==> src/rtl/mem_pkg.sv <==
// Shared types and constants for the 8-row memory array sequencing controller.
package mem_pkg;

    localparam int ADDR_W_DEF = 3;
    localparam int DATA_W_DEF = 4;
    localparam int PHASE_W    = 4;

    typedef enum logic [2:0] {
        IDLE,
        PRECH,
        ACT,
        SENSE,
        WRITE,
        RESP
    } mem_state_t;

endpackage

==> src/rtl/mem_phase_timer.sv <==
// Loadable down-counter that times the multi-cycle precharge and sense phases.
module mem_phase_timer
    import mem_pkg::*;
(
    input  logic               clk,
    input  logic               rst,
    input  logic               i_load,
    input  logic [PHASE_W-1:0] i_load_val,
    output logic               o_done
);

    logic [PHASE_W-1:0] r_count;

    always_ff @(posedge clk) begin
        if (rst) begin
            r_count <= '0;
        end else if (i_load) begin
            r_count <= i_load_val;
        end else if (r_count != '0) begin
            r_count <= r_count - 1'b1;
        end
    end

    assign o_done = (r_count == '0);

endmodule

==> src/rtl/mem_ctrl.sv <==
// Sequencing controller for the 8-row memory array: accepts single-word requests
// and steps the array through precharge, wordline, write-drive and sense phases.
module mem_ctrl
    import mem_pkg::*;
#(
    parameter int ADDR_W       = ADDR_W_DEF,
    parameter int DATA_W       = DATA_W_DEF,
    parameter int PRE_CYCLES   = 1,
    parameter int SENSE_CYCLES = 2
) (
    input  logic              clk,
    input  logic              rst,
    input  logic              req_valid,
    output logic              req_ready,
    input  logic              req_we,
    input  logic [ADDR_W-1:0] req_addr,
    input  logic [DATA_W-1:0] req_wdata,
    output logic              rsp_valid,
    output logic [DATA_W-1:0] rsp_rdata,
    output logic [ADDR_W-1:0] row_addr,
    output logic              wl_en,
    output logic              precharge,
    output logic              wr_en,
    output logic [DATA_W-1:0] bl_wdata,
    output logic              sense_en,
    input  logic [DATA_W-1:0] bl_rdata
);

    localparam logic [PHASE_W-1:0] PRE_LOAD   = PHASE_W'(PRE_CYCLES - 1);
    localparam logic [PHASE_W-1:0] SENSE_LOAD = PHASE_W'(SENSE_CYCLES - 1);

    mem_state_t         r_state;
    logic               r_we;
    logic [DATA_W-1:0]  r_wdata;
    logic [ADDR_W-1:0]  r_row_addr;
    logic               r_wl_en;
    logic               r_precharge;
    logic               r_wr_en;
    logic               r_sense_en;
    logic               r_rsp_valid;
    logic [DATA_W-1:0]  r_bl_wdata;
    logic [DATA_W-1:0]  r_rsp_rdata;

    logic               w_accept;
    logic               w_done;
    logic               w_load;
    logic [PHASE_W-1:0] w_load_val;

    // Ready drops while reset is held so no request is accepted on a reset edge.
    assign req_ready = (r_state == IDLE) && !rst;
    assign w_accept  = req_valid && req_ready;

    always_comb begin
        w_load     = 1'b0;
        w_load_val = '0;
        case (r_state)
            IDLE: begin
                w_load     = w_accept;
                w_load_val = PRE_LOAD;
            end
            PRECH: w_load = w_done;
            ACT: begin
                w_load     = 1'b1;
                w_load_val = r_we ? '0 : SENSE_LOAD;
            end
            SENSE:   w_load = w_done;
            default: w_load = 1'b1;
        endcase
    end

    mem_phase_timer u_timer (
        .clk        (clk),
        .rst        (rst),
        .i_load     (w_load),
        .i_load_val (w_load_val),
        .o_done     (w_done)
    );

    always_ff @(posedge clk) begin
        if (rst) begin
            r_state     <= IDLE;
            r_we        <= 1'b0;
            r_wdata     <= '0;
            r_row_addr  <= '0;
            r_wl_en     <= 1'b0;
            r_precharge <= 1'b0;
            r_wr_en     <= 1'b0;
            r_sense_en  <= 1'b0;
            r_rsp_valid <= 1'b0;
            r_bl_wdata  <= '0;
            r_rsp_rdata <= '0;
        end else begin
            r_wr_en     <= 1'b0;
            r_rsp_valid <= 1'b0;
            r_bl_wdata  <= '0;
            case (r_state)
                IDLE: begin
                    if (w_accept) begin
                        r_we        <= req_we;
                        r_wdata     <= req_wdata;
                        r_row_addr  <= req_addr;
                        r_precharge <= 1'b1;
                        r_state     <= PRECH;
                    end
                end
                PRECH: begin
                    if (w_done) begin
                        r_precharge <= 1'b0;
                        r_wl_en     <= 1'b1;
                        r_state     <= ACT;
                    end
                end
                ACT: begin
                    if (r_we) begin
                        r_wr_en    <= 1'b1;
                        r_bl_wdata <= r_wdata;
                        r_state    <= WRITE;
                    end else begin
                        r_sense_en <= 1'b1;
                        r_state    <= SENSE;
                    end
                end
                // Sense amp outputs are captured on the final sense cycle only.
                SENSE: begin
                    if (w_done) begin
                        r_wl_en     <= 1'b0;
                        r_sense_en  <= 1'b0;
                        r_rsp_rdata <= bl_rdata;
                        r_rsp_valid <= 1'b1;
                        r_state     <= RESP;
                    end
                end
                WRITE: begin
                    r_wl_en <= 1'b0;
                    r_state <= IDLE;
                end
                RESP:    r_state <= IDLE;
                default: r_state <= IDLE;
            endcase
        end
    end

    assign row_addr  = r_row_addr;
    assign wl_en     = r_wl_en;
    assign precharge = r_precharge;
    assign wr_en     = r_wr_en;
    assign bl_wdata  = r_bl_wdata;
    assign sense_en  = r_sense_en;
    assign rsp_valid = r_rsp_valid;
    assign rsp_rdata = r_rsp_rdata;

endmodule

==> config.mk <==
export PLATFORM = sky130hd
export DESIGN_NAME = mem_ctrl
export DESIGN_NICKNAME = d
export VERILOG_FILES = /design/src/rtl/mem_pkg.sv /design/src/rtl/mem_phase_timer.sv /design/src/rtl/mem_ctrl.sv
export SDC_FILE = /design/constraint.sdc
export NUM_CORES = 1
export LEC_CHECK = 0
export ABC_AREA = 1
export CORE_MARGIN = 2
export CORE_UTILIZATION = 25
export CTS_CLUSTER_DIAMETER = 30
export DETAILED_ROUTE_END_ITERATION = 16
export DONT_BUFFER_PORTS = 1
export PLACE_DENSITY = 0.47
export SYNTH_ARGS = -nofsm -noshare
export SYNTH_HDL_FRONTEND = slang
export SYNTH_SLANG_ARGS = --single-unit
==> constraint.sdc <==
create_clock -name clk -period 1.3 [get_ports clk]
set_input_delay 0.26 -clock clk [delete_from_list [all_inputs] [get_ports clk]]
set_output_delay 0.26 -clock clk [all_outputs]
set_load 0.05 [all_outputs]
* Yosys cells after proc, flatten, opt, wreduce, memory -nomap -nowiden
Cells that the tools add are included.
Cells by class: add/subtract/negate cells 1, eq/ne operators 8, muxes and demuxes 19, bitwise gates (word level) 3, reduce and logical (&&, ||, !) cells 20
Operators with widths (count):
- 3-bit two-way mux | 4
- 3-bit one-hot mux with 4 select lines | 1
- 3-bit AND reduction | 4
- 1-bit two-way mux | 8
- 4-bit two-way mux | 2
- 3-bit by 2-bit == test with 1-bit output, second input constant | 2
- 1-bit one-hot mux with 2 select lines | 3
- 2-bit nonzero test | 3
- 2-bit OR reduction | 3
- 4-bit logical NOT | 1
- 2-bit by 1-bit != test with 1-bit output, second input constant | 2
- 2-bit != test, second input constant | 2
- 2-bit AND reduction | 2
- 4-bit nonzero test | 1
- 4-bit by 1-bit subtractor with 4-bit output, second input constant | 1
- 3-bit by 1-bit == test with 1-bit output, second input constant | 1
- 3-bit == test, second input constant | 1
- 3-bit logical NOT | 1
- 1-bit NOT | 3
- 1-bit one-hot mux with 3 select lines | 1
- 3-bit nonzero test | 1
- 3-bit OR reduction | 1
- 1-bit logical AND | 2
- 1-bit logical NOT | 1
Storage, ports and cells: register bits 28, input port bits 15, logic and storage cells 63

* Logic depth before layout (Yosys ltp)
word-level depth 5, depth in mapped cells 8

* Hierarchy
From an unflattened synthesis, not the netlist that was laid out.
Second synthesis, totals: cells, all modules 162, area total of the unflattened synthesis 1184.9 sq um
By module, submodules not included:
- mem_ctrl | instances 1, cells each 122, area each 937.1 sq um
- mem_phase_timer | instances 1, cells each 40, area each 247.7 sq um

* Worst setup path before layout
Ideal clock, no wire load.
kind register -> output, start point register r_state[1], end point output port req_ready, arrival time 1.303 ns, required time 1.040 ns, slack -0.263 ns, cell stages (with the launch flop) 5, path buffers 1, cell sequence dfxtp_1 > buf_6 > nor2_4 > nand2_1 > nor2_1
Between the ends: cells in the longest elaborated chain, start to end 2
Ends and longest elaborated chain:
- from (decl) | line mem_ctrl.sv:32 | mem_state_t r_state;
- from (signal assigned) | line mem_ctrl.sv:81 | r_state <= IDLE;
- from (signal assigned) | line mem_ctrl.sv:103 | r_state <= PRECH;
- from (signal assigned) | line mem_ctrl.sv:110 | r_state <= ACT;
- 3-bit logical NOT | line mem_ctrl.sv:50 | assign req_ready = (r_state == IDLE) && !rst;
- 1-bit logical AND | line mem_ctrl.sv:50
- to (decl) | line mem_ctrl.sv:14 | output logic req_ready,
Every way passes these cells.

* Final worst setup path
start point register r_state[0], end point output port req_ready
Same word-level chain as after synthesis.

==> impl_results.md <==
* Netlist cell types at 22
* Max layer used: met4
* Hold EP: rsp_valid
* Num CTS Buffers at 3
* Post-DP HPWL at 1.89 mm
* Syn Nets at 160
* Top post-synthesis cells by count: dfxtp_1, nor2_1, nand2_1, inv_1, a21oi_1
* Die ar. at 5250 µm²
* Worst Path Buf+Inv at 1
* Final setup viols at 1
* Share of the synthesized area in the top cell type at 47.8%
* Synth Cell Area at 1170 µm²
* Clk pwr share at 19.1%
* Slew Viols, Final at 0
* Vias in the first global route at 939
* Total of max-cap violations at 0
* CP top delay family: flip-flops
* Initial Util at approximately a quarter
* Skew-Pair Late Insertion Delay at between 0.2 and 0.3 ns
* DRT met1 WL at roughly 1.1 mm
* Crit Path Class: register to output pin
* Routed len/inst at 12.0 µm
* Crit path top cell by count: nor2_4
* CTS clk-pin slew, worst paths at 0.10 ns
* CTS sink cnt at 28
* Flop2flop setup slack at about 0.08 ns
* Layout cells sized above 1 at between 20% and 30%
* Area Overhead vs Synth at 23.6%
* Fmax at 0.742 GHz
* Die Ht at 72.5 µm
* Switch share at 41.6%
* TritonCTS clock tree: yes
* WL met3 at 182 µm
* Flop pwr share at 36.3%
* Core footprint at 4440 µm²
* Worst-path cell chain: nor2_4 > nand2_2 > nor2_4 > buf_12
* Total internal power at 2.11 mW
* Comb power frac at around 45%
* Startpoint Class: register
* Worst Path Required at around 1.0 ns
* DRT Pass-1 Iters at 4
* I/O pin count at 32
* First-pass GRT wire length at 4.23 mm
* Tcrit/Tclk final at 104%
* Worst Tran Pin Value at 0.525 ns
* FP Rows at 24
* FFs w/ async S/R, synth at 0%
* R2R Path End: precharge
* Leakage at 0.610 nW
* Slowest cell on crit path: dfxtp_4
* Seq cells post-synth at 28
* Avg Inst Size Synth at roughly 8.1 µm²
* Synth top area cells: dfxtp_1, nor2_1, nand2_1, a21oi_1, inv_1
* H-tree Lvls at 1
* WHS Path Cells at 1
* Setup WS post-layout at -0.0468 ns
* Ys Warns at 0
* Slew margin rel. at 65.0%
* Status: complete, but fails checks
* Cts-stage hold buffer count at 0
* Power Density at 2490 nW/µm²
* Fin crit period at 1.35 ns
* Port buffer count at 0
* RSZ-0062 raised after global routing: yes
* Overflow after GRT at 0
* Max incr delay on CP at 0.36 ns
* Final Skew at 0.00682 ns
* Failing checks: setup timing
* Initial antenna violation count at 0
* CP Max Fanout at 2
* WL final at 2.56 mm
* Hold Path Class: primary input to register
* Post-synth EDFFs at 0
* Via count at 974
* ANT nets after route at 0
* Drt via density at between 4 and 5
* DRC at 0
* Top_reg_cell synth: dfxtp_1
* Metal2 WL at 1.22 mm
* Hold_sp: rst
* Nets at 178
* # diodes at 0
* Sw Pwr at 1.50 mW
* Sequential Area at 567 µm²
* Worst reg2reg path depth at 8
* Iteration-0 DRC Markers at 32
* Die width at 72.5 µm
* FILL cells at 477
* Largest net degree at the start of global routing at 17
* Synth Instances at 144
* Worst path depth at 4
* Total track usage at 10.1%
* Max clock buf depth at 2
* R2R Path Start: r_state[0]
* Worst Path Arrival at 1.09 ns
* Multi-input gate area at 549 µm²
* CTS root buf: clkbuf_8
* WHS at 0.0439 ns
* Seq/Total Area, Yosys at a little under half
* Setup tns final at -0.0468 ns
* Routability congestion estimate at 0.728
* Max VDD drop at 0.534 mV
* CP endpoint kind: output pin
* Biggest area consumer among synthesized cells: dfxtp_1
* Final hold vios at 0
worst max path at each step:
stage / from / endpoint / slack [ns]
floorplan: u_timer.r_count[0] / u_timer.r_count[0] / 0.07
global placement: u_timer.r_count[0] / u_timer.r_count[0] / 0.03
detailed placement: u_timer.r_count[0] / u_timer.r_count[0] / -0.06
CTS: r_state[0] / req_ready / -0.07
global route: r_state[0] / req_ready / -0.1
finish: r_state[0] / req_ready / -0.05
state kept, by name (all words and copies together), names as in the netlist:
name             count
bl_wdata             4
r_wdata              4
rsp_rdata            4
u_timer.r_count      4
r_state              3
row_addr             3
precharge            1
r_we                 1
rsp_valid            1
sense_en             1
wl_en                1
wr_en                1
final cells by class:
cell class                      count  area share (%)
Tap cell                           52            4.49
Inverter                           16            4.40
Timing Repair Buffer               16            9.15
Clock buffer                        3            2.85
Multi-Input combinational cell     97            37.9
Sequential cell                    28            39.1
Clock inverter                      1            2.07
repair_timing:
item,CTS,global route
buffers inserted,2,5
pin swaps,1,1
gates cloned,0,1
resized for setup,4,5
setup endpoints to repair,8,15
placed cells by master (no fill, tap or decap), drive strengths merged:
cell type  Yosys  final
nor2          31     31
dfxtp         28     28
nand2         26     26
buf            4     16
inv           15     15
o21ai         11     11
a21oi          9      9
nand3          9      9
nor3           4      4
clkbuf         0      3
nand4          2      3
xnor2          2      2
clkinv         1      1
o211ai         1      1
ha             1      1
bufinv         0      1
power groups by stage:
stage               registers, mW  clock network, mW  logic, mW
finish                       1.31              0.690       1.61
global route                 1.34              0.742       1.79
CTS                          1.32              0.706       1.48
detailed placement           1.33                  0       1.43
global placement             1.33                  0       1.41
floorplan                    1.42                  0       1.00
per-layer routing:
layer / vias up / global-route usage [%]
met2: 30 / 17.2
met1: 443 / 12.1
li1: 497 / -
met4: 0 / 4.32
met5: - / 0
met3: 4 / 2.64
cells by family (layout without fill, tap and decap cells):
| family | Yosys count | count (layout) | synth area share (%) |
|---|---|---|---|
| AOI/OAI and AO/OA | 21 | 21 | 9.18 |
| xor gates and xnor gates | 2 | 2 | 1.49 |
| adders and majority gates | 1 | 1 | 1.07 |
| buffers and inverters | 20 | 36 | 8.75 |
| DFF | 28 | 28 | 47.8 |
| and+or+nand+nor | 72 | 73 | 31.7 |
metrics by stage:
stage	power, mW	util [%]	instance area [µm²]	setup slack (ns)	instances
floorplan	2.42	-	1180	0.0698	144
global placement	2.73	28.9	1290	0.0337	201
detailed placement	2.76	28.9	1290	-0.0635	201
CTS	3.51	31.1	1380	-0.0655	207
global route	3.87	32.6	1450	-0.0954	213
finish	3.61	32.6	1450	-0.0468	213
Power figures use the tool's default switching activity.
